`config.mk`:
```
export PLATFORM = sky130hd
export DESIGN_NAME = rx_channel_router
export DESIGN_NICKNAME = d
export VERILOG_FILES = /design/src/rtl/rx_channel_router_pkg.sv /design/src/rtl/rx_chan_fifo.sv /design/src/rtl/rx_channel_router.sv
export SDC_FILE = /design/constraint.sdc
export NUM_CORES = 2
export LEC_CHECK = 0
export CORE_MARGIN = 4
export CORE_UTILIZATION = 45
export CTS_CLUSTER_DIAMETER = 40
export DETAILED_ROUTE_END_ITERATION = 12
export PLACE_DENSITY = 0.65
export SYNTH_ARGS = -nofsm -noshare
export SYNTH_HDL_FRONTEND = slang
export SYNTH_SLANG_ARGS = --single-unit
```
`constraint.sdc`:
```
create_clock -name clk -period 8.8 [get_ports clk]
set_input_delay 1.76 -clock clk [delete_from_list [all_inputs] [get_ports clk]]
set_output_delay 1.76 -clock clk [all_outputs]
set_load 0.01 [all_outputs]
```
`src/rtl/rx_channel_router_pkg.sv`:
```
// rx_channel_router_pkg: transaction-layer type codes, router FSM encoding and default burst map.
package rx_channel_router_pkg;
  localparam logic [3:0] TYPE_AW   = 4'd1;
  localparam logic [3:0] TYPE_AR   = 4'd2;
  localparam logic [3:0] TYPE_R    = 4'd3;
  localparam logic [3:0] TYPE_B    = 4'd4;
  localparam logic [3:0] TYPE_BAR0 = 4'd5;
  localparam logic [3:0] TYPE_BAR1 = 4'd6;
  localparam logic [4:0] DEF_BURST_MASK = 5'b00101;
  typedef enum logic [1:0] {ST_IDLE, ST_BURST, ST_DROP} state_t;
endpackage

```
`src/rtl/rx_chan_fifo.sv`:
```
// rx_chan_fifo: first-word-fall-through FIFO; read data reads as zero while empty.
module rx_chan_fifo #(
  parameter int WIDTH = 129,
  parameter int DEPTH = 4
) (
  input  logic             clk,
  input  logic             reset,
  input  logic             push,
  input  logic [WIDTH-1:0] wdata,
  output logic             full,
  input  logic             pop,
  output logic [WIDTH-1:0] rdata,
  output logic             valid
);
  localparam int AW = $clog2(DEPTH);
  logic [WIDTH-1:0] mem [DEPTH];
  logic [AW:0] wp, rp;
  assign valid = wp != rp;
  assign full  = wp[AW] != rp[AW] && wp[AW-1:0] == rp[AW-1:0];
  assign rdata = valid ? mem[rp[AW-1:0]] : '0;
  always_ff @(posedge clk) begin
    if (reset) begin
      wp <= '0;
      rp <= '0;
    end else begin
      if (push && !full) begin
        mem[wp[AW-1:0]] <= wdata;
        wp <= wp + 1'b1;
      end
      if (pop && valid) rp <= rp + 1'b1;
    end
  end
endmodule

```
`src/rtl/rx_channel_router.sv`:
```
// rx_channel_router: decodes each packet header type and steers the packet into a per-channel FIFO,
// stamping the connection ID and dropping/counting malformed packets.
module rx_channel_router
  import rx_channel_router_pkg::*;
#(
  parameter int               DATA_WIDTH = 16,
  parameter int               TYPE_W     = 4,
  parameter int               CID_W      = 4,
  parameter int               NUM_CH     = 5,
  parameter logic [NUM_CH-1:0] BURST_MASK = DEF_BURST_MASK,
  parameter bit               ALIAS_LAST = 1'b1,
  parameter int               FIFO_DEPTH = 4,
  parameter int               CNT_W      = 16
) (
  input  logic                           clk,
  input  logic                           reset,
  input  logic [DATA_WIDTH*8-1:0]        rx_data,
  input  logic [CID_W-1:0]               rx_connection_id,
  input  logic                           rx_last,
  input  logic                           rx_valid,
  output logic                           rx_ready,
  output logic [NUM_CH*DATA_WIDTH*8-1:0] ch_data,
  output logic [NUM_CH-1:0]              ch_last,
  output logic [NUM_CH-1:0]              ch_valid,
  input  logic [NUM_CH-1:0]              ch_ready,
  output logic [CNT_W-1:0]               drop_count
);
  localparam int W = DATA_WIDTH * 8;
  localparam int CH_W = $clog2(NUM_CH);
  localparam logic [TYPE_W-1:0] T_LAST  = TYPE_W'(NUM_CH);
  localparam logic [TYPE_W-1:0] T_ALIAS = TYPE_W'(NUM_CH + 1);
  state_t state;
  logic [CH_W-1:0] lock_ch, tgt, cur_ch;
  logic [TYPE_W-1:0] t;
  logic has_tgt, is_alias, burst_ch, accept, push_any, drop_inc, wr_last;
  logic [NUM_CH-1:0] full;
  logic [W-1:0] hdr, wr_data;
  assign t        = rx_data[TYPE_W-1:0];
  assign has_tgt  = (t != '0 && t <= T_LAST) || (ALIAS_LAST && t == T_ALIAS);
  assign is_alias = t == T_LAST || (ALIAS_LAST && t == T_ALIAS);
  assign tgt      = (ALIAS_LAST && t == T_ALIAS) ? CH_W'(NUM_CH - 1) : CH_W'(t - 1'b1);
  assign burst_ch = BURST_MASK[tgt];
  assign cur_ch   = state == ST_IDLE ? tgt : lock_ch;
  // A header with no target is always taken so it can be dropped without stalling.
  assign rx_ready = !reset && (state == ST_DROP || (state == ST_IDLE && !has_tgt) || !full[cur_ch]);
  assign accept   = rx_valid && rx_ready;
  assign push_any = accept && (state == ST_BURST || (state == ST_IDLE && has_tgt));
  assign drop_inc = accept && state == ST_IDLE && (!has_tgt || (!burst_ch && !rx_last));
  assign hdr = is_alias ? {rx_data[W-1:9], rx_data[0], rx_data[7:4], 4'(rx_connection_id)}
                        : {rx_data[W-1:TYPE_W], TYPE_W'(rx_connection_id)};
  assign wr_data = state == ST_IDLE ? hdr : rx_data;
  assign wr_last = rx_last || (state == ST_IDLE && !burst_ch);
  for (genvar c = 0; c < NUM_CH; c++) begin : g_ch
    rx_chan_fifo #(.WIDTH(W + 1), .DEPTH(FIFO_DEPTH)) u_fifo (
      .clk   (clk),
      .reset (reset),
      .push  (push_any && cur_ch == CH_W'(c)),
      .wdata ({wr_last, wr_data}),
      .full  (full[c]),
      .pop   (ch_ready[c]),
      .rdata ({ch_last[c], ch_data[c*W +: W]}),
      .valid (ch_valid[c])
    );
  end
  always_ff @(posedge clk) begin
    if (reset) begin
      state      <= ST_IDLE;
      lock_ch    <= '0;
      drop_count <= '0;
    end else begin
      if (drop_inc && !(&drop_count)) drop_count <= drop_count + 1'b1;
      if (accept) begin
        case (state)
          ST_IDLE:
            if (has_tgt && burst_ch && !rx_last) begin
              state   <= ST_BURST;
              lock_ch <= tgt;
            end else if (!rx_last) state <= ST_DROP;
          default: if (rx_last) state <= ST_IDLE;
        endcase
      end
    end
  end
endmodule

```
==> results.sh <==
export IMPL_status="finished, final reports clean"
export IMPL_clockBufferDepth=4
export IMPL_crit_path_max_fanout=8
export IMPL_max_freq_mhz=150
export IMPL_synth_top_area_share=0.773
export IMPL_internal_power_mw=23.3
export IMPL_routabilityCongestion=0.820
export IMPL_peakVddDrop_uv=203
export IMPL_cts_resized=0
export IMPL_layout_drive_gt1_share=0.236
export IMPL_wl_per_cell_um=30.5
export IMPL_cp_startpoint="rx_data[0]"
export IMPL_yosysUniqueCellTypes=55
export IMPL_synth_fp_nets=4639
export IMPL_drc=0
export IMPL_tightestPinTransition_ns=1.16
export IMPL_grt_pass1_vias=50439
export IMPL_fin_nets=5659
export IMPL_ff_latch_area_um2=78700
export IMPL_clock_sinks=2641
export IMPL_cts_tree="built"
export IMPL_start_util=0.452
export IMPL_fin_ws_ns=2.11
export IMPL_cp_arrival_ns=4.93
export IMPL_synth_area_leaders="edfxtp_1, mux4_2, and2_1, dfxtp_1, clkbuf_1"
export IMPL_die_y_um=480
export IMPL_path_cells="clkdlybuf4s50_1 > inv_1 > ha_1 > or3b_1 > a32oi_1 > a31oi_1 > a32o_2 > a21oi_1 > clkdlybuf4s50_1"
export IMPL_rsz0062_at_grt="false"
export IMPL_setup_tns_ns=0
export IMPL_hold_viol=0
export IMPL_clkPwrFrac=0.500
export IMPL_vias=49777
export IMPL_core_um2=222000
export IMPL_fill_cells=16401
export IMPL_post_cts_buffers=0
export IMPL_grt_overflow_total=0
export IMPL_antenna_found_initial=23
export IMPL_synth_area_leader_cell="edfxtp_1"
export IMPL_hold_path_class="flop to flop"
export IMPL_netlist_instances=4469
export IMPL_clkTransAtPathRegs_ns=0.06
export IMPL_cap_violations=0
export IMPL_yosys_cell_count_top_type="edfxtp_1"
export IMPL_syn_cell_area_um2=100000
export IMPL_syn2layout_area_growth_pct=24.2
export IMPL_first_iter_violations=5555
export IMPL_ant_nets=0
export IMPL_cts_htree_levels=5
export IMPL_die_w_um=480
export IMPL_port_buffers=807
export IMPL_crit_type="input port to output port"
export IMPL_async_flop_share=0
export IMPL_critPathCaptureType="output port"
export IMPL_avgSynthCellArea_um2=22.4
export IMPL_root_buffer="clkbuf_16"
export IMPL_power_switching_mw=6.04
export IMPL_startpoint_type="input port"
export IMPL_cts_buffers=358
export IMPL_ys_ff_latch=2641
export IMPL_power_mw=29.3
export IMPL_maxSlewViolCount=0
export IMPL_p_comb_frac=0.027
export IMPL_dp_hpwl_mm=164
export IMPL_crit_slowest_cell="clkdlybuf4s50_1"
export IMPL_grt_start_max_net_pins=133
export IMPL_hp_start="lock_ch[0]"
export IMPL_synth_common_cells="edfxtp_1, and2_1, mux4_2"
export IMPL_finClkSkew_ns=0.0695
export IMPL_ys_seq_area_frac=0.785
export IMPL_synth_ff_type="edfxtp_1"
export IMPL_pwr_share_seq=0.473
export IMPL_finalWorstPathRequiredPeriod_ns=6.69
export IMPL_leakagePower_nw=39.0
export IMPL_ys_warn_count=0
export IMPL_multi_input_area_um2=20700
export IMPL_viasPerCell=5.69
export IMPL_grt_first_pass_wirelength_mm=379
export IMPL_p_sw_frac=0.206
export IMPL_io_pins=808
export IMPL_detail_route_first_pass_iterations=8
export IMPL_cp_common_cell="clkdlybuf4s50_1"
export IMPL_dieArea_um2=230000
export IMPL_power_density_nw_per_um2=235
export IMPL_critPathRequiredTime_ns=7.04
export IMPL_post_place_ws_ns=2.20
export IMPL_r2r_start="state[1]"
export IMPL_post_route_period_util=0.760
export IMPL_row_count=173
export IMPL_clkLatencyLatePin_ns=0.97
export IMPL_track_usage=0.230
export IMPL_max_slew_margin=0.224
export IMPL_finalWirelength_mm=267
export IMPL_slowest_delay_ns=0.64
export IMPL_hold_buffers=0
export IMPL_synth_edf_count=2580
export IMPL_setup_viol=0
state kept, by name, indices dropped and copies added (netlist names), named ones only:
signal,count
g_ch.u_fifo.rp,15
state,2
drop_count,16
g_ch.u_fifo.wp,15
g_ch.u_fifo.mem,2580
lock_ch,3
per-stage QoR:
step                      cells  cell area [um2]  utilization  hold slack (ns)
after CTS                  8745           125000        0.561            0.476
after detailed placement   8104           112000        0.506            0.457
after floorplan            4469           100000            -            0.423
after global routing       8747           125000        0.561            0.500
after global placement     8104           112000        0.506            0.446
final                      8750           125000        0.561            0.474
worst max-delay path, delay by kind of cell:
| kind | cells | cell delay [ns] |
|---|---|---|
| compound gates | 4 | 1.05 |
| fa+ha+maj | 1 | 0.32 |
| buf+inv | 3 | 1.42 |
| simple gates | 1 | 0.38 |
worst paths after layout:
path                               end  cells after the start  slack (ns)
min                         lock_ch[0]                      1        0.47
max                           rx_ready                      9        2.11
max reg2reg  g_ch[4].u_fifo.mem[0][26]                      7        4.77
min reg2reg                 lock_ch[0]                      1        0.47
power by group through the flow:
stage | clock network [mW] | logic, mW | registers [mW]
finish | 14.7 | 0.784 | 13.9
CTS | 14.9 | 0.796 | 13.9
global placement | 0 | 0.777 | 14.1
detailed placement | 0 | 0.793 | 14.1
floorplan | 0 | 0.277 | 14.1
global route | 15.5 | 0.834 | 13.9
cell usage in the layout, fill, tap and decap left out, types with 44 or more instances in the layout:
cell type and instances:
clkdlybuf4s50_1 806, mux4_2 645, dfxtp_1 51, and2_1 648, clkbuf_16 362, nor2_1 57
buf_4 44, bufinv_16 50, edfxtp_1 2580
layout make-up:
cell class | count | area share
multi-input cells | 1586 | 0.166
repair buffers | 886 | 0.0731
clock buffers | 391 | 0.0737
inverters | 16 | 0.000482
flip-flops and latches | 2641 | 0.632
diodes | 5 | 0.000100
well taps | 2975 | 0.0299
clock inverters | 250 | 0.0245
cells by family after synthesis:
group,share of synthesized area
AOI/OAI and AO/OA,0.00342
and+or+nand+nor,0.0487
muxes,0.147
buffers and inverters,0.00933
DFF,0.785
xor gates and xnor gates,0.00349
adders and majority gates,0.00362
routing by layer:
layer	vias up	share of wire	GRT usage
li1	20344	-	-
met1	26753	0.42	0.332
met2	2320	0.47	0.353
met3	360	0.086	0.0524
met4	0	0.030	0.0696
met5	-	0	0
No activity file was read; power rests on OpenSTA's default activity.
